[src/rtl/stream_gen_pkg.sv]
// Shared types and constants for the stream pattern generator.
package stream_gen_pkg;

    // Run sequencing states of the generator FSM.
    typedef enum logic [1:0] {
        IDLE   = 2'd0,
        SEND   = 2'd1,
        GAP    = 2'd2,
        FINISH = 2'd3
    } gen_state_t;

    // Data pattern selection.
    localparam logic MODE_INC   = 1'b0;
    localparam logic MODE_CONST = 1'b1;

endpackage

[src/rtl/stream_beat_ctr.sv]
// Beat, packet and gap counters for the stream pattern generator.
// last_beat/last_pkt describe the beat currently presented; next_last
// tells the FSM whether the beat that follows a handshake is a TLAST beat,
// so TLAST can be registered together with the next data word.
module stream_beat_ctr #(
    parameter int LEN_WIDTH = 16
) (
    input  logic                 clk,
    input  logic                 rst,
    input  logic                 clr,
    input  logic                 beat_hs,
    input  logic                 gap_en,
    input  logic [LEN_WIDTH-1:0] pkt_len,
    input  logic [LEN_WIDTH-1:0] pkt_cnt,
    input  logic [LEN_WIDTH-1:0] gap,
    output logic                 last_beat,
    output logic                 last_pkt,
    output logic                 next_last,
    output logic                 gap_last
);

    localparam logic [LEN_WIDTH-1:0] ONE = LEN_WIDTH'(1);

    logic [LEN_WIDTH-1:0] beat_cnt;
    logic [LEN_WIDTH-1:0] pkt_idx;
    logic [LEN_WIDTH-1:0] gap_cnt;
    logic [LEN_WIDTH-1:0] beat_inc;

    // Beat index within the packet and packet index within the run.
    always_ff @(posedge clk) begin
        if (rst || clr) begin
            beat_cnt <= '0;
            pkt_idx  <= '0;
        end else if (beat_hs) begin
            if (last_beat) begin
                beat_cnt <= '0;
                pkt_idx  <= pkt_idx + ONE;
            end else begin
                beat_cnt <= beat_inc;
            end
        end
    end

    // Idle cycles spent in the inter-packet gap; parked at zero elsewhere.
    always_ff @(posedge clk) begin
        if (rst || !gap_en) begin
            gap_cnt <= '0;
        end else begin
            gap_cnt <= gap_cnt + ONE;
        end
    end

    assign beat_inc  = beat_cnt + ONE;
    assign last_beat = (beat_cnt == pkt_len - ONE);
    assign last_pkt  = (pkt_idx == pkt_cnt - ONE);
    assign next_last = last_beat ? (pkt_len == ONE) : (beat_inc == pkt_len - ONE);
    assign gap_last  = (gap_cnt == gap - ONE);

endmodule

[src/rtl/stream_pattern_gen.sv]
// Programmable AXI-Stream master: sends cfg_pkt_cnt packets of cfg_pkt_len
// beats with incrementing or constant data, optional idle gaps between
// packets, and abort support. All outputs are registered; the next beat's
// TDATA/TKEEP/TLAST are loaded on the handshake that retires the current one.
module stream_pattern_gen
    import stream_gen_pkg::*;
#(
    parameter int DATA_WIDTH = 32,
    parameter int LEN_WIDTH  = 16
) (
    input  logic                    clk,
    input  logic                    rst,
    input  logic                    start,
    input  logic                    abort,
    input  logic [LEN_WIDTH-1:0]    cfg_pkt_len,
    input  logic [LEN_WIDTH-1:0]    cfg_pkt_cnt,
    input  logic [LEN_WIDTH-1:0]    cfg_gap,
    input  logic                    cfg_mode,
    input  logic [DATA_WIDTH-1:0]   cfg_seed,
    input  logic [DATA_WIDTH/8-1:0] cfg_last_keep,
    output logic [DATA_WIDTH-1:0]   M_AXI_TDATA,
    output logic [DATA_WIDTH/8-1:0] M_AXI_TKEEP,
    output logic                    M_AXI_TVALID,
    input  logic                    M_AXI_TREADY,
    output logic                    M_AXI_TLAST,
    output logic                    busy,
    output logic                    done,
    output logic                    aborted,
    output logic [31:0]             beats_sent
);

    localparam logic [LEN_WIDTH-1:0] LEN_ONE = LEN_WIDTH'(1);

    gen_state_t              state;
    logic [LEN_WIDTH-1:0]    len_q;
    logic [LEN_WIDTH-1:0]    cnt_q;
    logic [LEN_WIDTH-1:0]    gap_q;
    logic                    mode_q;
    logic [DATA_WIDTH/8-1:0] keep_q;
    logic                    abort_pend;

    logic handshake;
    logic launch;
    logic start_last;
    logic last_beat;
    logic last_pkt;
    logic next_last;
    logic gap_last;

    // The done cycle (FINISH) already accepts a new start.
    assign launch     = start && (state == IDLE || state == FINISH);
    assign handshake  = M_AXI_TVALID && M_AXI_TREADY;
    assign start_last = (cfg_pkt_len == LEN_ONE);

    stream_beat_ctr #(
        .LEN_WIDTH (LEN_WIDTH)
    ) u_beat_ctr (
        .clk       (clk),
        .rst       (rst),
        .clr       (launch),
        .beat_hs   (handshake),
        .gap_en    (state == GAP),
        .pkt_len   (len_q),
        .pkt_cnt   (cnt_q),
        .gap       (gap_q),
        .last_beat (last_beat),
        .last_pkt  (last_pkt),
        .next_last (next_last),
        .gap_last  (gap_last)
    );

    // Run FSM plus all registered stream and status outputs.
    always_ff @(posedge clk) begin
        if (rst) begin
            state        <= IDLE;
            M_AXI_TVALID <= 1'b0;
            M_AXI_TLAST  <= 1'b0;
            M_AXI_TDATA  <= '0;
            M_AXI_TKEEP  <= '0;
            busy         <= 1'b0;
            done         <= 1'b0;
            aborted      <= 1'b0;
            beats_sent   <= '0;
            abort_pend   <= 1'b0;
        end else begin
            done <= 1'b0;
            case (state)
                IDLE, FINISH: begin
                    state <= IDLE;
                    if (start) begin
                        len_q       <= cfg_pkt_len;
                        cnt_q       <= cfg_pkt_cnt;
                        gap_q       <= cfg_gap;
                        mode_q      <= cfg_mode;
                        keep_q      <= cfg_last_keep;
                        beats_sent  <= '0;
                        aborted     <= 1'b0;
                        abort_pend  <= 1'b0;
                        M_AXI_TDATA <= cfg_seed;
                        M_AXI_TLAST <= start_last;
                        M_AXI_TKEEP <= start_last ? cfg_last_keep : '1;
                        if (cfg_pkt_len == '0 || cfg_pkt_cnt == '0) begin
                            state <= FINISH;
                            done  <= 1'b1;
                        end else begin
                            state        <= SEND;
                            M_AXI_TVALID <= 1'b1;
                            busy         <= 1'b1;
                        end
                    end
                end
                SEND: begin
                    if (abort) begin
                        abort_pend <= 1'b1;
                    end
                    if (handshake) begin
                        beats_sent  <= beats_sent + 32'd1;
                        M_AXI_TLAST <= next_last;
                        M_AXI_TKEEP <= next_last ? keep_q : '1;
                        if (mode_q == MODE_INC) begin
                            M_AXI_TDATA <= M_AXI_TDATA + DATA_WIDTH'(1);
                        end
                        if (abort || abort_pend || (last_beat && last_pkt)) begin
                            state        <= FINISH;
                            done         <= 1'b1;
                            busy         <= 1'b0;
                            M_AXI_TVALID <= 1'b0;
                            abort_pend   <= 1'b0;
                            aborted      <= abort || abort_pend;
                        end else if (last_beat && gap_q != '0) begin
                            state        <= GAP;
                            M_AXI_TVALID <= 1'b0;
                        end
                    end
                end
                GAP: begin
                    if (abort) begin
                        state   <= FINISH;
                        done    <= 1'b1;
                        busy    <= 1'b0;
                        aborted <= 1'b1;
                    end else if (gap_last) begin
                        state        <= SEND;
                        M_AXI_TVALID <= 1'b1;
                    end
                end
                default: state <= IDLE;
            endcase
        end
    end

endmodule

[config.mk]
export PLATFORM = sky130hd
export DESIGN_NAME = stream_pattern_gen
export DESIGN_NICKNAME = d
export VERILOG_FILES = /design/src/rtl/stream_gen_pkg.sv /design/src/rtl/stream_beat_ctr.sv /design/src/rtl/stream_pattern_gen.sv
export SDC_FILE = /design/constraint.sdc
export NUM_CORES = 1
export LEC_CHECK = 0
export BUFFER_PORTS_ARGS = -buffer_cell sky130_fd_sc_hd__buf_2
export CORE_ASPECT_RATIO = 0.9
export CORE_MARGIN = 2
export CORE_UTILIZATION = 35
export DETAILED_ROUTE_END_ITERATION = 6
export MAX_ROUTING_LAYER = met4
export PLACE_DENSITY_LB_ADDON = 0.12
export SETUP_SLACK_MARGIN = 0.02
export SLEW_MARGIN = 20
export SYNTH_ARGS = -nofsm -noshare
export SYNTH_HDL_FRONTEND = slang
export SYNTH_SLANG_ARGS = --single-unit
export TNS_END_PERCENT = 1
[constraint.sdc]
create_clock -name clk -period 4.47 [get_ports clk]
set_input_delay 0.894 -clock clk [delete_from_list [all_inputs] [get_ports clk]]
set_output_delay 0.894 -clock clk [all_outputs]
set_load 0.05 [all_outputs]
==> Implementation_results.wiki, run 1 <==
{| class="wikitable"
! Metric !! Value
|-
| Max clock buf depth || 2
|-
| Proportion of power drawn by the clock network || 29.0%
|-
| GRT overflow || 0
|-
| Synth area leader || sky130_fd_sc_hd__dfxtp_1
|-
| Total Routed Length || 27900 um
|-
| Setup repair after global routing missed its margin || false
|-
| Largest fanout on the critical path || 9
|-
| Critical path startpoint category || flop
|-
| Vias || 9081
|-
| Combinational family with the most area after synthesis || simple AND/OR/NAND/NOR gates
|-
| Vertical die dimension || 164 um
|-
| Sum of net half-perimeters after detailed placement || 20100 um
|-
| Final setup violation count || 0
|-
| Area grow syn2layout || 17.3%
|-
| Crit path kind || reg2reg
|-
| Num ports || 163
|-
| End of the worst register-to-register path || busy$_SDFFE_PP0P_
|-
| Post-route standard cell area excluding fillers || 11700 um2
|-
| Crit path cell chain || inv_1 > ha_1 > nor3b_2 > nand4b_1 > xnor2_1 > nand2_1 > or4_4 > nor4_4 > nor3_2 > or3_1 > a21oi_1
|-
| Highest Clock Rate || 269 MHz
|-
| Worst EP required || 4.84 ns
|-
| Largest cells by area after synthesis || sky130_fd_sc_hd__dfxtp_1, sky130_fd_sc_hd__edfxtp_1, sky130_fd_sc_hd__xnor2_1, sky130_fd_sc_hd__xor2_1, sky130_fd_sc_hd__nor2_1
|-
| Post-synthesis mux area share || 1.03%
|-
| DRC Markers || 0
|-
| Combinational power share || 30.9%
|-
| Outcome || complete, no violations
|-
| Worst Reg-to-Reg Cells || 11
|-
| Insertion delay of the later-clocked pin in the worst-skew pair || 0.44 ns
|-
| Total nets after synthesis || 1277
|-
| Wire length of the first global-routing pass || 44400 um
|-
| CP endpoint || busy$_SDFFE_PP0P_
|-
| Async set-or-reset flop fraction in the synthesized netlist || 0%
|-
| Share of the clock period used by the worst path after layout || 83.1%
|-
| Number of storage elements in the synthesis netlist || 177
|-
| Floorplan row count || 58
|-
| Count of cells resized by post-cts repair || 0
|-
| Port Buf Inserts || 162
|-
| Top flip-flop cell by instance count after synthesis || sky130_fd_sc_hd__dfxtp_1
|-
| Worst setup path startpoint || len_q[0]$_DFFE_PP_
|-
| Buffer count from post-CTS setup fixing || 0
|-
| CP Capture Type || flop
|-
| Sum of negative setup slack || 0 ns
|-
| Share of synthesized area occupied by flip-flops and latches || 40.8%
|-
| Total of warnings raised by yosys || 0
|-
| Sum of internal, switching and leakage power || 5270 uW
|-
| Source of the worst register-to-register timing path || len_q[0]$_DFFE_PP_
|-
| Remaining antenna violation count after routing || 0
|-
| Overall die area || 29900 um2
|-
| Clk pin slew, worst setup/hold paths || 0.07 ns
|-
| Final hold violations || 0
|-
| Worst EP arrival || 4.09 ns
|-
| Vias per cell || 5.37
|-
| CTS Buf Count || 17
|-
| Static Leak || 0.00417 uW
|-
| Fraction of final layout cells with drive strength greater than 1 || 18.0%
|-
| Adder-cell share of the synthesized area || 1.48%
|-
| Complex-gate fraction of the synthesized area || 15.8%
|-
| Post-Route Skew || 0.00923 ns
|-
| Post-synthesis average cell area || 8.50 um2
|-
| Headroom to the max-slew limit || 47.1%
|-
| DR iter-0 viols || 490
|-
| Cell variety after synth || 76
|-
| Reg power frac || 40.1%
|-
| Post-layout worst setup margin || 0.753 ns
|-
| Internal power summed over all cells || 3170 uW
|-
| Worst VDD drop || 0.339 mV
|-
| Path category of the worst min-delay check || reg2reg
|-
| Overall routing resource usage || 19.1%
|-
| Post-Place Cell Area || 11100 um2
|-
| Net switching power of the design || 2110 uW
|-
| Clk sinks || 177
|-
| Cell at the root of the clock tree || sky130_fd_sc_hd__clkbuf_16
|-
| Worst Max-Slew Pin Slew || 0.774 ns
|-
| FILL cells || 2892
|-
| Detailed-routing iteration count for the pre-antenna-repair pass || 5
|-
| Average routed wire per standard cell || 16.5 um
|-
| PwrDens || 450 nW/um2
|-
| Pre-CTS worst setup slack || 0.792 ns
|-
| Sw frac || 39.9%
|-
| Number of levels in the clock H-tree || 4
|-
| Proportion of netlist area held by the largest area contributor || 24.8%
|-
| XOR/XNOR Fraction of Synth Area || 10.5%
|-
| GPL Wtd Cong || 0.931
|-
| Die X-Extent || 182 um
|-
| Initial core utilization || 35.7%
|-
| Cell count after synthesis || 1176
|-
| Post-synthesis simple-gate area fraction || 27.1%
|-
| Clock period minus worst slack || 3.72 ns
|-
| Worst reg-to-reg setup slack || 0.75 ns
|-
| Total standard cell area after synthesis || 9990 um2
|-
| Highest-delay cell along the critical path || sky130_fd_sc_hd__or4_4
|-
| Number of enable-type register cells in the synthesized netlist || 53
|-
| Pin count of the biggest net entering global routing || 53
|-
| Largest stage delay on the critical path || 0.58 ns
|-
| Core Box Area || 28000 um2
|-
| Pins over their slew limit || 0
|-
| Total of max-cap violations || 0
|-
| Count of hold-fix buffers inserted at cts || 0
|-
| Nets || 1415
|-
| CTS tree || yes
|-
| Number of global-route vias before repair || 8288
|-
| Number of antenna violations at the first check in global routing || 3
|}
==> routing by layer <==
metal	GRT usage, %	routed length (um)
met5	-	0
met4	5.02	291
met3	3.48	1270
met2	29.3	12400
met1	26.0	13900
==> synthesized netlist by cell type, drive strengths merged, types with 14 or more instances <==
master	count
nor2	127
dfxtp	124
nand2	109
a21oi	93
o21ai	77
xnor2	64
xor2	56
nand3	54
edfxtp	53
clkbuf	47
nand4	38
or3	32
nor3	30
and3	26
inv	24
nor4	18
or4	14
==> power by group through the flow <==
stage          Clock [uW]  Sequential (uW)  Combinational [uW]
4_1_cts              1580             2110                1640
3_3_place_gp            0             2150                1630
5_1_grt              1640             2150                1770
2_1_floorplan           0             2520                 797
6_report             1530             2120                1630
3_5_place_dp            0             2150                1630
==> layout make-up <==
cell class	instances	area, um2	share of cell area, %
diodes	3	7.51	0.0641
clock buffers	19	433	3.70
clock inverters	13	150	1.28
inverters	25	93.8	0.801
multi-input cells	918	5600	47.8
flip-flops and latches	177	4070	34.8
well taps	360	450	3.84
repair buffers	175	908	7.75
==> worst max-delay path: cells and delay by family, from the launching register on <==
family,cells,cell delay (ns)
AO/OA/AOI/OAI,1,0.14
adder cells (fa/ha/maj),1,0.19
XOR/XNOR,1,0.36
flip-flops,1,0.52
buffers and inverters,1,0.11
AND/OR/NAND/NOR,7,2.35
==> flip-flops by register name (all words and copies together) (netlist names) <==
register	count
beats_sent	32
M_AXI_TKEEP	4
u_beat_ctr.beat_cnt	16
cnt_q	16
mode_q	1
keep_q	4
done	1
state	2
abort_pend	1
gap_q	16
busy	1
len_q	16
M_AXI_TDATA	32
u_beat_ctr.pkt_idx	16
M_AXI_TVALID	1
u_beat_ctr.gap_cnt	16
M_AXI_TLAST	1
aborted	1
==> logic make-up (layout without fill, tap and decap cells) <==
logic type | Yosys count | after routing
AOI/OAI and AO/OA | 260 | 260
xor gates and xnor gates | 120 | 120
adders and majority gates | 12 | 12
buffers and inverters | 81 | 232
DFF | 177 | 177
muxes | 10 | 10
other | 0 | 3
and+or+nand+nor | 516 | 516
==> metrics by stage <==
step	std cells	hold slack, ns	util, %
after global routing	1690	0.500	41.8
final	1690	0.464	41.8
after CTS	1687	0.462	41.8
after global placement	1655	0.440	39.7
after floorplan	1176	0.448	-
after detailed placement	1655	0.448	39.7
==> how the worst min path moves through the flow <==
stage                                startpoint                                to  slack (ns)  cells past startpoint
5_1_grt                       busy$_SDFFE_PP0P_                 busy$_SDFFE_PP0P_        0.50                      2
4_1_cts                       busy$_SDFFE_PP0P_                 busy$_SDFFE_PP0P_        0.46                      2
3_3_place_gp                  busy$_SDFFE_PP0P_                 busy$_SDFFE_PP0P_        0.44                      2
3_5_place_dp                  busy$_SDFFE_PP0P_                 busy$_SDFFE_PP0P_        0.45                      2
6_report                      busy$_SDFFE_PP0P_                 busy$_SDFFE_PP0P_        0.46                      2
2_1_floorplan  u_beat_ctr.gap_cnt[0]$_SDFF_PP0_  u_beat_ctr.gap_cnt[0]$_SDFF_PP0_        0.45                      1
==> cells in the final DEF (no fill, tap or decap), drive strengths merged, types with 26 or more instances in the layout <==
cell    synthesis  routed
nand2         109     109
buf             9     175
a21oi          93      93
edfxtp         53      53
nand4          38      38
nor2          127     127
inv            24      31
nand3          54      54
xnor2          64      64
or3            32      32
and3           26      26
nor3           30      30
xor2           56      56
dfxtp         124     124
o21ai          77      77
No activity file was read; power rests on OpenSTA's default activity.
==> inputs of run 2 (changes only) <==
- clock period: 4.47 -> 3.1 ns (I/O delays scaled with it)
==> run 2 against run 1 <==
The flow now finishes with violations (setup timing). Register-to-register slack got worse by 0.76 ns. Utilization up 3.1 points. Non-clock buffer count rose by 91. Flip-flop and latch count did not move. Clock skew is 0.0079 ns higher. Cell count grew 5.3%. Count of clock-buffer cells in the layout unchanged. First-iteration DRC count up 6.7%. Critical path type unchanged.
==> Implementation_results.wiki, run 2 (synthesis results as in run 1) <==
{| class="wikitable"
! Metric !! Value
|-
| Floorplan row count || 58
|-
| CTS Buf Count || 17
|-
| Final setup violation count || 2
|-
| CP Capture Type || flop
|-
| Fraction of final layout cells with drive strength greater than 1 || 24.9%
|-
| Leading cell type in the layout, fill and taps excluded || sky130_fd_sc_hd__buf_2
|-
| Highest Clock Rate || 322 MHz
|-
| GRT overflow || 0
|-
| Die X-Extent || 182 um
|-
| Initial core utilization || 35.7%
|-
| Crit path kind || reg2reg
|-
| Violated checks || setup timing
|-
| GPL Wtd Cong || 0.831
|-
| Hold path cells || 1
|-
| Multi-input gate area in the final layout || 5740 um2
|-
| Post-layout worst setup margin || -0.00682 ns
|-
| Area grow syn2layout || 25.8%
|-
| Vias || 9351
|-
| Final hold violations || 0
|-
| Core Box Area || 28000 um2
|-
| Pre-CTS worst setup slack || -0.152 ns
|-
| Total Routed Length || 28500 um
|-
| Highest-count cells in the layout ignoring fill and taps || sky130_fd_sc_hd__buf_2, sky130_fd_sc_hd__nor2_1, sky130_fd_sc_hd__dfxtp_1, sky130_fd_sc_hd__nand2_1, sky130_fd_sc_hd__buf_4
|-
| Vertical die dimension || 164 um
|-
| Final worst hold slack || 0.348 ns
|-
| Average routed wire per standard cell || 16.0 um
|-
| Worst Max-Slew Pin Slew || 0.672 ns
|-
| Highest-delay cell along the critical path || sky130_fd_sc_hd__or4b_4
|-
| Count of hold-fix buffers inserted at cts || 0
|-
| Largest fanout on the critical path || 4
|-
| Cell at the root of the clock tree || sky130_fd_sc_hd__clkbuf_16
|-
| Worst EP arrival || 3.43 ns
|-
| Clk pin slew, worst setup/hold paths || 0.07 ns
|-
| Number of antenna violations at the first check in global routing || 2
|-
| Setup repair after global routing missed its margin || true
|-
| Vias per cell || 5.25
|-
| Total of max-cap violations || 0
|-
| Port Buf Inserts || 162
|-
| Overall routing resource usage || 19.7%
|-
| Insertion delay of the later-clocked pin in the worst-skew pair || 0.45 ns
|-
| Post-Route Skew || 0.0171 ns
|-
| Critical Path Most Common Cell || sky130_fd_sc_hd__nor4_4
|-
| DR iter-0 viols || 523
|-
| FILL cells || 2846
|-
| Worst EP required || 3.42 ns
|-
| Wire length of the first global-routing pass || 45800 um
|-
| Num ports || 163
|-
| Headroom to the max-slew limit || 55.1%
|-
| Clk sinks || 177
|-
| Sum of net half-perimeters after detailed placement || 20900 um
|-
| Crit path cell chain || inv_1 > ha_1 > or4b_4 > nor4_4 > mux2_4 > o21ai_4 > nand3_2 > nor4_4 > nor3_2 > buf_4 > o211ai_1 > o31ai_1
|-
| Detailed-routing iteration count for the pre-antenna-repair pass || 5
|-
| Number of levels in the clock H-tree || 4
|-
| Clock period minus worst slack || 3.11 ns
|-
| Static Leak || 0.00469 uW
|-
| Max clock buf depth || 2
|-
| Critical path startpoint category || flop
|-
| Pin count of the biggest net entering global routing || 51
|-
| Number of global-route vias before repair || 8743
|-
| CTS tree || yes
|-
| Worst Reg-to-Reg Cells || 12
|-
| Remaining antenna violation count after routing || 0
|-
| Registers with the most flip-flops || M_AXI_TDATA (32), beats_sent (32)
|-
| Path category of the worst min-delay check || in2reg
|-
| Pins over their slew limit || 0
|-
| Worst VDD drop || 0.468 mV
|-
| Sequential cell area || 4070 um2
|-
| Share of the clock period used by the worst path after layout || 100%
|-
| Outcome || finished with violations
|-
| Largest stage delay on the critical path || 0.51 ns
|-
| DRC Markers || 0
|-
| Overall die area || 29900 um2
|-
| PwrDens || 619 nW/um2
|-
| Nets || 1506
|}
==> run 2: final timing paths <==
check | start | end | slack, ns
setup / recovery | cnt_q[0]$_DFFE_PP_ | aborted$_SDFFE_PP0P_ | -0.007
hold / removal | cfg_gap[2] | gap_q[2]$_DFFE_PP_ | 0.35
setup reg to reg | cnt_q[0]$_DFFE_PP_ | aborted$_SDFFE_PP0P_ | -0.007
hold reg to reg | busy$_SDFFE_PP0P_ | busy$_SDFFE_PP0P_ | 0.47
==> run 2: metal layers <==
layer | global-route usage [%] | wire length, um
met1 | 26.6 | 14200
met2 | 30.8 | 12800
met3 | 3.73 | 1290
met4 | 4.44 | 267
met5 | - | 0
==> run 2: where the power goes <==
group          internal [uW]  total (uW)  switching [uW]  leakage, uW
Sequential              2680        2990             304      0.00150
Combinational            843        2630            1790      0.00291
Clock                   1130        2160            1030     0.000288
Total                   4660        7780            3130      0.00469
==> run 2: layout make-up <==
type	count	share of cell area [%]
clock inverter	13	0.896
multi-input combinational	918	45.6
sequential	177	32.4
timing repair buffer	266	13.0
clock buffer	19	3.69
tap	360	3.58
antenna	2	0.0398
inverter	25	0.746
==> run 2: through the flow <==
| stage | cells | power (uW) | area, um2 | TNS, ns | utilization, % |
|---|---|---|---|---|---|
| 6_report | 1780 | 7780 | 12600 | -0.0112 | 44.9 |
| 4_1_cts | 1773 | 7840 | 12400 | -0.147 | 44.4 |
| 3_5_place_dp | 1737 | 5630 | 11800 | -0.698 | 42.0 |
| 5_1_grt | 1780 | 8210 | 12600 | -0.658 | 44.9 |
| 3_3_place_gp | 1737 | 5620 | 11800 | -0.414 | 42.0 |
| 2_1_floorplan | 1176 | 4770 | 9990 | -1.30 | - |
==> run 2: critical path, delay by kind of cell (launching register included) <==
family / cells / cell delay, ns
and+or+nand+nor: 5 / 1.43
AOI/OAI and AO/OA: 3 / 0.44
adders and majority gates: 1 / 0.16
buffers and inverters: 2 / 0.21
muxes: 1 / 0.34
DFF: 1 / 0.39
==> run 2: what timing repair did <==
| action | 4_1_cts | 5_1_grt |
|---|---|---|
| endpoints found under the setup margin | 37 | 39 |
| pin swaps | 8 | 13 |
| buffers inserted | 3 | 5 |
| gates cloned | 1 | 0 |
| gates resized for setup | 15 | 21 |
==> inputs of run 3 (changes only) <==
- CORE_ASPECT_RATIO: 0.9 -> 1.4
- MAX_ROUTING_LAYER: met4 -> default
==> run 3 against run 2 <==
The flow still finishes with violations (setup timing). Die area barely moved. First-iteration DRC count down 18%. Worst hold slack lost 0.0090 ns. Final area increased by 0.26%. Cell count up 0.73%. Critical path type unchanged. Largest cell class unchanged. Largest power group unchanged.
==> Implementation_results.wiki, run 3 (synthesis results as in run 1) <==
{| class="wikitable"
! Metric !! Value
|-
| Outcome || finished with violations
|-
| Violated checks || setup timing
|-
| Worst VDD drop || 0.544 mV
|-
| Clk sinks || 177
|-
| Final setup violation count || 3
|-
| Sum of internal, switching and leakage power || 8020 uW
|-
| Net switching power of the design || 3060 uW
|-
| Highest Clock Rate || 320 MHz
|-
| Static Leak || 0.00468 uW
|-
| Top delay family on crit path || simple AND/OR/NAND/NOR gates
|-
| GPL Wtd Cong || 0.831
|-
| Num ports || 163
|-
| Pins over their slew limit || 0
|-
| Wire length of the first global-routing pass || 47700 um
|-
| Post-Place Cell Area || 11800 um2
|-
| Vias per cell || 5.26
|-
| Die X-Extent || 147 um
|-
| Largest stage delay on the critical path || 0.56 ns
|-
| Proportion of power drawn by the clock network || 29.6%
|-
| Core Box Area || 28200 um2
|-
| Critical path startpoint category || flop
|-
| CTS Buf Count || 17
|-
| Placed insts || 1753
|-
| Area grow syn2layout || 26.2%
|-
| Met2 GRT Util || 36.6%
|-
| Highest-delay cell along the critical path || sky130_fd_sc_hd__or4_4
|-
| Nets || 1503
|-
| Total of max-cap violations || 0
|-
| Share of the clock period used by the worst path after layout || 101%
|-
| Sw frac || 38.1%
|-
| Reg power frac || 37.4%
|-
| Total Routed Length || 29900 um
|-
| DRC Markers || 0
|-
| Clock period minus worst slack || 3.13 ns
|-
| Path category of the worst min-delay check || in2reg
|-
| Source of the worst register-to-register timing path || len_q[0]$_DFFE_PP_
|-
| Worst EP required || 3.43 ns
|-
| Final worst hold slack || 0.339 ns
|-
| Max clock buf depth || 2
|-
| Remaining antenna violation count after routing || 0
|-
| Crit path cell chain || or4_4 > or3_4 > and2_4 > nand3b_1 > or4_4 > nor4_4 > o41a_1 > mux2i_1 > nor2_1
|-
| Highest-count cells in the layout ignoring fill and taps || sky130_fd_sc_hd__buf_2, sky130_fd_sc_hd__nor2_1, sky130_fd_sc_hd__dfxtp_1, sky130_fd_sc_hd__nand2_1, sky130_fd_sc_hd__buf_4
|-
| Pin count of the biggest net entering global routing || 51
|-
| Largest fanout on the critical path || 3
|-
| Critical Path Most Common Cell || sky130_fd_sc_hd__or4_4
|-
| Combinational power share || 33.0%
|-
| Cell at the root of the clock tree || sky130_fd_sc_hd__clkbuf_16
|-
| PwrDens || 636 nW/um2
|-
| Floorplan row count || 73
|-
| Number of antenna violations at the first check in global routing || 3
|-
| Final hold violations || 0
|-
| Crit path kind || reg2reg
|-
| Setup repair after global routing missed its margin || true
|-
| Worst EP arrival || 3.46 ns
|-
| Post-Route Skew || 0.00624 ns
|-
| Headroom to the max-slew limit || 51.3%
|-
| Detailed-routing iteration count for the pre-antenna-repair pass || 5
|-
| Fraction of final layout cells with drive strength greater than 1 || 24.2%
|-
| Average routed wire per standard cell || 16.7 um
|-
| Leading cell type in the layout, fill and taps excluded || sky130_fd_sc_hd__buf_2
|-
| Met3 capacity usage during global routing || 4.69%
|-
| Post-layout worst setup margin || -0.0261 ns
|-
| Worst Max-Slew Pin Slew || 0.729 ns
|-
| Vertical die dimension || 204 um
|-
| Number of global-route vias before repair || 9355
|-
| CTS tree || yes
|-
| Clk pin slew, worst setup/hold paths || 0.07 ns
|-
| Sum of net half-perimeters after detailed placement || 22200 um
|-
| CP bufs+invs || 0
|-
| Worst Min Path Start || cfg_gap[7]
|-
| Registers with the most flip-flops || M_AXI_TDATA (32), beats_sent (32)
|-
| Overall routing resource usage || 20.1%
|-
| Insertion delay of the later-clocked pin in the worst-skew pair || 0.45 ns
|-
| Initial core utilization || 35.4%
|-
| Worst setup path startpoint || len_q[0]$_DFFE_PP_
|-
| Grt met1 use || 22.0%
|-
| Post-route standard cell area excluding fillers || 12600 um2
|-
| GRT overflow || 0
|-
| Vias || 9430
|-
| Share of the core filled with cells in the final layout || 44.7%
|-
| Global route hottest layer || met2
|-
| DR iter-0 viols || 428
|-
| Non-filler cells, final || 1793
|-
| Overall die area || 29900 um2
|-
| Internal power summed over all cells || 4960 uW
|-
| Port Buf Inserts || 162
|-
| CP Capture Type || flop
|-
| Number of levels in the clock H-tree || 4
|}
run 3: metrics by stage:
step	setup TNS (ns)	setup WS, ns
6_report	-0.0478	-0.0261
5_1_grt	-1.81	-0.141
4_1_cts	-0.0382	-0.0149
3_5_place_dp	-0.336	-0.108
3_3_place_gp	-0.0965	-0.0597
2_1_floorplan	-1.30	-0.169
run 3: cell type report:
| class | count | area [um2] |
|---|---|---|
| clock inverter | 7 | 118 |
| inverter | 25 | 93.8 |
| tap | 375 | 469 |
| multi-input combinational | 918 | 5710 |
| sequential | 177 | 4070 |
| clock buffer | 25 | 528 |
| fill | 2826 | 15600 |
| timing repair buffer | 263 | 1600 |
| antenna | 3 | 7.51 |
run 3: timing repair:
item,in CTS,in global routing
setup buffers,4,0
cloned,1,0
resized for setup,18,12
hold buffers,0,0
setup endpoints to repair,19,39
pin swaps,12,12
run 3: worst paths after layout:
path / end / slack [ns] / cells after the start
worst max-delay path: state[1]$_SDFFE_PP0P_ / -0.03 / 9
worst min-delay path: gap_q[7]$_DFFE_PP_ / 0.34 / 1
worst max register to register: state[1]$_SDFFE_PP0P_ / -0.03 / 9
worst min register to register: M_AXI_TKEEP[0]$_SDFFE_PP0P_ / 0.48 / 2
run 3: layer usage:
metal / part of all wire [%] / vias to the layer above
met5: 0.054 / -
met4: 3.3 / 2
met3: 4.3 / 51
met2: 51 / 164
met1: 41 / 4467
li1: - / 4746
run 3: power groups by stage:
stage	registers (uW)	logic [uW]	clock network, uW
after floorplan	3620	1150	0
after global routing	3040	2870	2520
after global placement	3050	2580	0
final	3000	2640	2380
after detailed placement	3040	2600	0
after CTS	3000	2640	2440
